--- src/rtl/cv32e40p_if_id_voter_ft.sv ---
// ID-side majority voter for the triplicated IF/ID bundle.
// Tracks per-lane mismatches and degrades voting around lanes declared faulty.
//
// state      | meaning
// ST_OK      | lane agrees with the voted bundle on its last consumed sample
// ST_SUSPECT | lane mismatched cnt consecutive consumed samples (cnt < PERM_THRESH)
// ST_FAULTY  | lane excluded from voting until err_clear_i or reset
module cv32e40p_if_id_voter_ft #(
  parameter int unsigned FT_EN       = 1,
  parameter int unsigned PERM_THRESH = 4,
  parameter int unsigned ERR_CNT_W   = 16
) (
  input  logic                 clk,
  input  logic                 rst_n,
  input  logic [2:0]           instr_valid_id_i,
  input  logic [2:0][31:0]     instr_rdata_id_i,
  input  logic [2:0]           is_compressed_id_i,
  input  logic [2:0]           illegal_c_insn_id_i,
  input  logic [2:0][31:0]     pc_id_i,
  input  logic [2:0]           is_fetch_failed_i,
  input  logic                 sample_i,
  input  logic                 err_clear_i,
  output logic                 instr_valid_o,
  output logic [31:0]          instr_rdata_o,
  output logic                 is_compressed_o,
  output logic                 illegal_c_insn_o,
  output logic [31:0]          pc_o,
  output logic                 is_fetch_failed_o,
  output logic                 err_detected_o,
  output logic                 err_uncorrectable_o,
  output logic [2:0]           lane_fault_o,
  output logic [ERR_CNT_W-1:0] err_count_o
);

  localparam int unsigned BW = 68;

  logic [2:0][BW-1:0] lane;
  logic [BW-1:0]      voted;

  always_comb begin
    for (int i = 0; i < 3; i++) begin
      lane[i] = {instr_valid_id_i[i], instr_rdata_id_i[i], is_compressed_id_i[i],
                 illegal_c_insn_id_i[i], pc_id_i[i], is_fetch_failed_i[i]};
    end
  end

  assign {instr_valid_o, instr_rdata_o, is_compressed_o,
          illegal_c_insn_o, pc_o, is_fetch_failed_o} = voted;

  generate
    if (FT_EN == 0) begin : g_bypass
      assign voted               = lane[0];
      assign err_detected_o      = 1'b0;
      assign err_uncorrectable_o = 1'b0;
      assign lane_fault_o        = 3'b000;
      assign err_count_o         = '0;
    end else begin : g_ft
      typedef enum logic [1:0] {
        ST_OK      = 2'd0,
        ST_SUSPECT = 2'd1,
        ST_FAULTY  = 2'd2
      } lane_state_e;

      localparam logic [4:0] THRESH = 5'(PERM_THRESH);

      lane_state_e          state_q [3];
      lane_state_e          state_d [3];
      logic [3:0]           cnt_q   [3];
      logic [3:0]           cnt_d   [3];
      logic [4:0]           cnt_inc [3];
      logic [2:0]           fault;
      logic [2:0]           healthy;
      logic [2:0]           mm;
      logic [BW-1:0]        maj;
      logic                 d01, d02, d12;
      logic                 det, unc;
      logic [ERR_CNT_W-1:0] err_cnt_q;

      always_comb begin
        for (int i = 0; i < 3; i++) begin
          fault[i] = (state_q[i] == ST_FAULTY);
        end
      end

      assign healthy = ~fault;
      assign maj     = (lane[0] & lane[1]) | (lane[0] & lane[2]) | (lane[1] & lane[2]);
      assign d01     = (lane[0] != lane[1]);
      assign d02     = (lane[0] != lane[2]);
      assign d12     = (lane[1] != lane[2]);

      // Degraded voting: with two healthy lanes there is no majority, so any
      // disagreement is uncorrectable and both lanes are blamed.
      always_comb begin
        voted = lane[0];
        det   = 1'b0;
        unc   = 1'b0;
        mm    = 3'b000;
        case (healthy)
          3'b111: begin
            voted = maj;
            unc   = d01 & d02 & d12;
            for (int i = 0; i < 3; i++) begin
              mm[i] = (lane[i] != maj);
            end
            det = |mm;
          end
          3'b011: begin
            voted = lane[0];
            if (d01) begin
              mm = 3'b011; det = 1'b1; unc = 1'b1;
            end
          end
          3'b101: begin
            voted = lane[0];
            if (d02) begin
              mm = 3'b101; det = 1'b1; unc = 1'b1;
            end
          end
          3'b110: begin
            voted = lane[1];
            if (d12) begin
              mm = 3'b110; det = 1'b1; unc = 1'b1;
            end
          end
          3'b001: voted = lane[0];
          3'b010: voted = lane[1];
          3'b100: voted = lane[2];
          default: begin
            voted = lane[0];
            unc   = 1'b1;
          end
        endcase
      end

      always_comb begin
        for (int i = 0; i < 3; i++) begin
          state_d[i] = state_q[i];
          cnt_d[i]   = cnt_q[i];
          cnt_inc[i] = {1'b0, cnt_q[i]} + 5'd1;
          if (err_clear_i) begin
            state_d[i] = ST_OK;
            cnt_d[i]   = 4'd0;
          end else if (sample_i) begin
            case (state_q[i])
              ST_OK: begin
                if (mm[i]) begin
                  cnt_d[i]   = 4'd1;
                  state_d[i] = (THRESH <= 5'd1) ? ST_FAULTY : ST_SUSPECT;
                end
              end
              ST_SUSPECT: begin
                if (mm[i]) begin
                  cnt_d[i] = cnt_inc[i][3:0];
                  if (cnt_inc[i] >= THRESH) begin
                    state_d[i] = ST_FAULTY;
                  end
                end else begin
                  state_d[i] = ST_OK;
                  cnt_d[i]   = 4'd0;
                end
              end
              ST_FAULTY: state_d[i] = ST_FAULTY;
              default: begin
                state_d[i] = ST_OK;
                cnt_d[i]   = 4'd0;
              end
            endcase
          end
        end
      end

      always_ff @(posedge clk or negedge rst_n) begin
        if (!rst_n) begin
          for (int i = 0; i < 3; i++) begin
            state_q[i] <= ST_OK;
            cnt_q[i]   <= 4'd0;
          end
        end else begin
          for (int i = 0; i < 3; i++) begin
            state_q[i] <= state_d[i];
            cnt_q[i]   <= cnt_d[i];
          end
        end
      end

      always_ff @(posedge clk or negedge rst_n) begin
        if (!rst_n) begin
          err_cnt_q <= '0;
        end else if (err_clear_i) begin
          err_cnt_q <= '0;
        end else if (sample_i && det && !unc && (err_cnt_q != {ERR_CNT_W{1'b1}})) begin
          err_cnt_q <= err_cnt_q + 1'b1;
        end
      end

      assign err_detected_o      = det;
      assign err_uncorrectable_o = unc;
      assign lane_fault_o        = fault;
      assign err_count_o         = err_cnt_q;
    end
  endgenerate

endmodule

--- config.mk ---
export PLATFORM = sky130hd
export DESIGN_NAME = cv32e40p_if_id_voter_ft
export DESIGN_NICKNAME = d
export VERILOG_FILES = /design/src/rtl/cv32e40p_if_id_voter_ft.sv
export SDC_FILE = /design/constraint.sdc
export NUM_CORES = 1
export LEC_CHECK = 0
export ABC_CLOCK_PERIOD_IN_PS = 7600
export CELL_PAD_IN_SITES_DETAIL_PLACEMENT = 0
export CELL_PAD_IN_SITES_GLOBAL_PLACEMENT = 1
export CORE_UTILIZATION = 39
export CTS_CLUSTER_SIZE = 16
export DETAILED_ROUTE_END_ITERATION = 10
export PLACE_DENSITY_LB_ADDON = 0.12
export SLEW_MARGIN = 30
export SYNTH_ARGS = -nofsm -noshare
export SYNTH_HDL_FRONTEND = slang
export SYNTH_SLANG_ARGS = --single-unit
export TNS_END_PERCENT = 10
--- constraint.sdc ---
create_clock -name clk -period 7.6 [get_ports clk]
set_input_delay 1.14 -clock clk [delete_from_list [all_inputs] [get_ports clk]]
set_output_delay 1.14 -clock clk [all_outputs]
set_load 0.01 [all_outputs]
==> flow_summary.ini <==
[logic_synthesis]
postSynth.topFlopCell = dfrtp_1
synth.yosys.warnings = 0
syn_area_per_cell_um2 = 7.87
synth_seq_cells = 34
number_of_distinct_standard_cells_referenced_by_the_synthesized_netlist = 46
synth-edff-count = 0
syn_area_um2 = 10400
ys_seq_area_share_pct = 8.22
synthesis.instances = 1316
async_flop_share_pct = 100
synthesis.nets = 1735

[worst_setup_path]
crit_type = in2out
crit_path_start_kind = input pin
critPathArrivalTime_ns = 5.24
worstPathCellList = clkdlybuf4s50_1 > ha_1 > nor4_1 > nand4_1 > nor4_1 > nand2_1 > a21oi_1 > nor2_1 > or3_1 > clkdlybuf4s50_1
timing.critical_path.buf_inv = 2
max_stage_delay_ns = 0.90
worst_path_dominant_cell_family = simple AND/OR/NAND/NOR gates
critical_path_peak_fanout = 5
critical-path-slowest-cell = nor4_1
worstSetupEndpointType = output pin
worst-endpoint-required_ns = 6.46

[cells_and_area]
area_growth_pct = 34.1
layout_cell_area_excl_fill_um2 = 13900
stdcell_count = 1921
post_route_cells_drive_above_1_share_pct = 3.53
insertedDiodeCount = 0
final_net_count = 2004
final_core_area_utilization_pct = 53.3

[sta]
setup_viol = 0
hold_violations = 0
fin_skew_ns = 0.00753
layout_worst_path_cycle_share_pct = 84.0
finalMaxSlewViolations = 0
grt_setup_unrepaired = no
layout_setup_ws_ns = 1.22
fin_worst_hold_slack_ns = 0.541
finalCriticalPeriod_ns = 6.38
timing.slew.headroom_pct = 30.3
maxClockFrequency_mhz = 157
tightest_slew_ns = 1.04
fin_setup_tns_ns = 0

[global_route]
pin_count_of_the_biggest_net_entering_global_routing = 57
overflow = 0
global_route_wire_length_before_repair_um = 73300
antenna_found_initial = 0
grt_util_all_layers_pct = 36.7
grt_pass1_vias = 11700

[drt]
drt-pass1-iter-count = 6
num_vias = 13100
finalWirelength_um = 51600
post_drt_wl_per_cell_um = 26.9
drtAntennaViolNets = 0
drc = 0
dr.first_iter.drc_count = 1350
vias_per_cell = 6.80

[floorplan]
die_height_um = 165
rows = 59
die-width_um = 165
core_region_area_um2 = 26100
initial_util_pct = 39.7
ios = 297
die_area_um2 = 27200

[clock_tree]
post-cts-setup-buffer-count = 0
clock_tree.buffer_depth = 2
number_of_buffers_inserted_by_hold_repair_at_cts = 0
clock_tree_from_tritoncts = done
cts_inserted_buffers = 5
path_clk_slew_ns = 0.06
h-tree-depth = 2
clock_tree.root_cell = clkbuf_16
clock-sinks = 34
worstSkewPairLatency_ns = 0.28
ctsResizeCount = 0

[power_and_ir_drop]
power_frac_comb_pct = 63.7
internal_power_uw = 753
max-vdd-ir-drop_v = 0.0000839
switchingPower_uw = 536
power_frac_seq_pct = 14.6
pwr-share-clk_pct = 21.7
power.switching_fraction_pct = 41.6
total_leakage_power_nw = 4.99
totalPowerFinal_mw = 1.29
cellPowerDensity_nw_per_um2 = 92.9

[placed_design]
setup_slack_placement_ns = 1.33
dp.cells = 1913
port-buffer-count = 296
placed_area_um2 = 13700
routabilityCongestion = 1.06
dp_hpwl_um = 42900

[run_status]
status = complete, no violations

[run]
timing.max_cap.violations = 0

[worst_hold_path]
worstHoldPathType = reg2reg
-- final cells by class --
type	instances	area, um2
Fill cell	2543	12200
Inverter	12	45.0
Clock inverter	2	60.1
Tap cell	335	419
Clock buffer	6	139
Multi-Input combinational cell	1220	9280
Timing Repair Buffer	312	3090
Sequential cell	34	851
-- worst paths after layout --
check                                     startpoint               to  slack, ns  depth (start not counted)
worst max-delay path            instr_rdata_id_i[54]   err_detected_o       1.22                         10
worst min-delay path                 g_ft.state_q[3]  g_ft.state_q[3]       0.54                          2
worst max register to register       g_ft.state_q[4]   err_count_o[1]       4.13                         12
worst min register to register       g_ft.state_q[3]  g_ft.state_q[3]       0.54                          2
max in group asynchronous                      rst_n   err_count_o[3]       5.99                          2
min in group asynchronous                      rst_n    g_ft.cnt_q[6]       1.28                          2
-- synth_stat cells, types with 2 or more instances --
master	n	area (um2)
ha_1	211	2640
nor4_1	198	1240
o31a_1	105	920
a22oi_1	88	661
o21ai_0	88	440
xnor2_1	86	753
a21oi_1	73	365
nand2_1	62	233
o22ai_1	52	325
nor2_1	51	191
clkbuf_1	46	173
dfrtp_1	34	851
nor3_1	33	165
or3_1	28	175
nand4_1	23	144
nor3_2	20	200
nand3_1	17	85.1
xor2_1	15	131
o31ai_1	12	90.1
a221o_1	10	100
inv_1	10	37.5
o21ai_1	8	40.0
and3_1	5	31.3
nand2b_1	5	31.3
a211oi_1	4	30.0
a2bb2oi_1	4	35.0
or4_1	4	30.0
a22o_1	2	17.5
and2_1	2	12.5
and4_1	2	17.5
buf_6	2	22.5
o211ai_1	2	15.0
-- cell usage in the layout (no fill, tap or decap), types with 32 or more instances in the layout --
cell,instances
a21oi_1,73
nor2_1,50
ha_1,211
xnor2_1,86
a22oi_1,88
nand2_1,62
nor4_1,196
o22ai_1,52
clkdlybuf4s50_1,296
dfrtp_1,34
o21ai_0,88
o31a_1,105
nor3_1,32
-- worst register-to-register path, cell delays in order, from the launching register on --
cell and delay [ns]:
dfrtp_1 0.39, inv_1 0.16, nand2_1 0.25, inv_2 0.09
buf_4 0.35, buf_4 0.65, a211oi_1 0.12, a21oi_1 0.18
nor2_1 0.10, o311ai_4 0.51, buf_6 0.26, mux2i_1 0.21
nor2_1 0.06
-- flip-flops by register name (all words and copies together) (netlist names) --
register,flops
g_ft.state_q,6
err_count_o,16
g_ft.cnt_q,12
-- layer usage --
layer | vias up | part of all wire [%] | GRT usage (%)
li1 | 6038 | - | -
met1 | 6219 | 44 | 51.3
met2 | 718 | 43 | 57.2
met3 | 92 | 9.2 | 5.27
met4 | 0 | 3.7 | 12.0
met5 | - | 0 | 0
-- cells by family after synthesis --
logic type | synth area share (%)
AND/OR/NAND/NOR | 25.0
multiplexers | 0.0967
adder cells (fa/ha/maj) | 25.5
buffers and inverters | 2.50
flip-flops | 8.22
AO/OA/AOI/OAI | 30.2
XOR/XNOR | 8.54
-- power by group through the flow --
stage / registers [mW] / logic, mW / clock network (mW)
after floorplan: 0.190 / 0.375 / 0
after global placement: 0.191 / 0.797 / 0
after detailed placement: 0.191 / 0.797 / 0
after CTS: 0.188 / 0.805 / 0.283
after global routing: 0.189 / 0.870 / 0.293
final: 0.188 / 0.822 / 0.279
(Power assumes the default switching activity.)
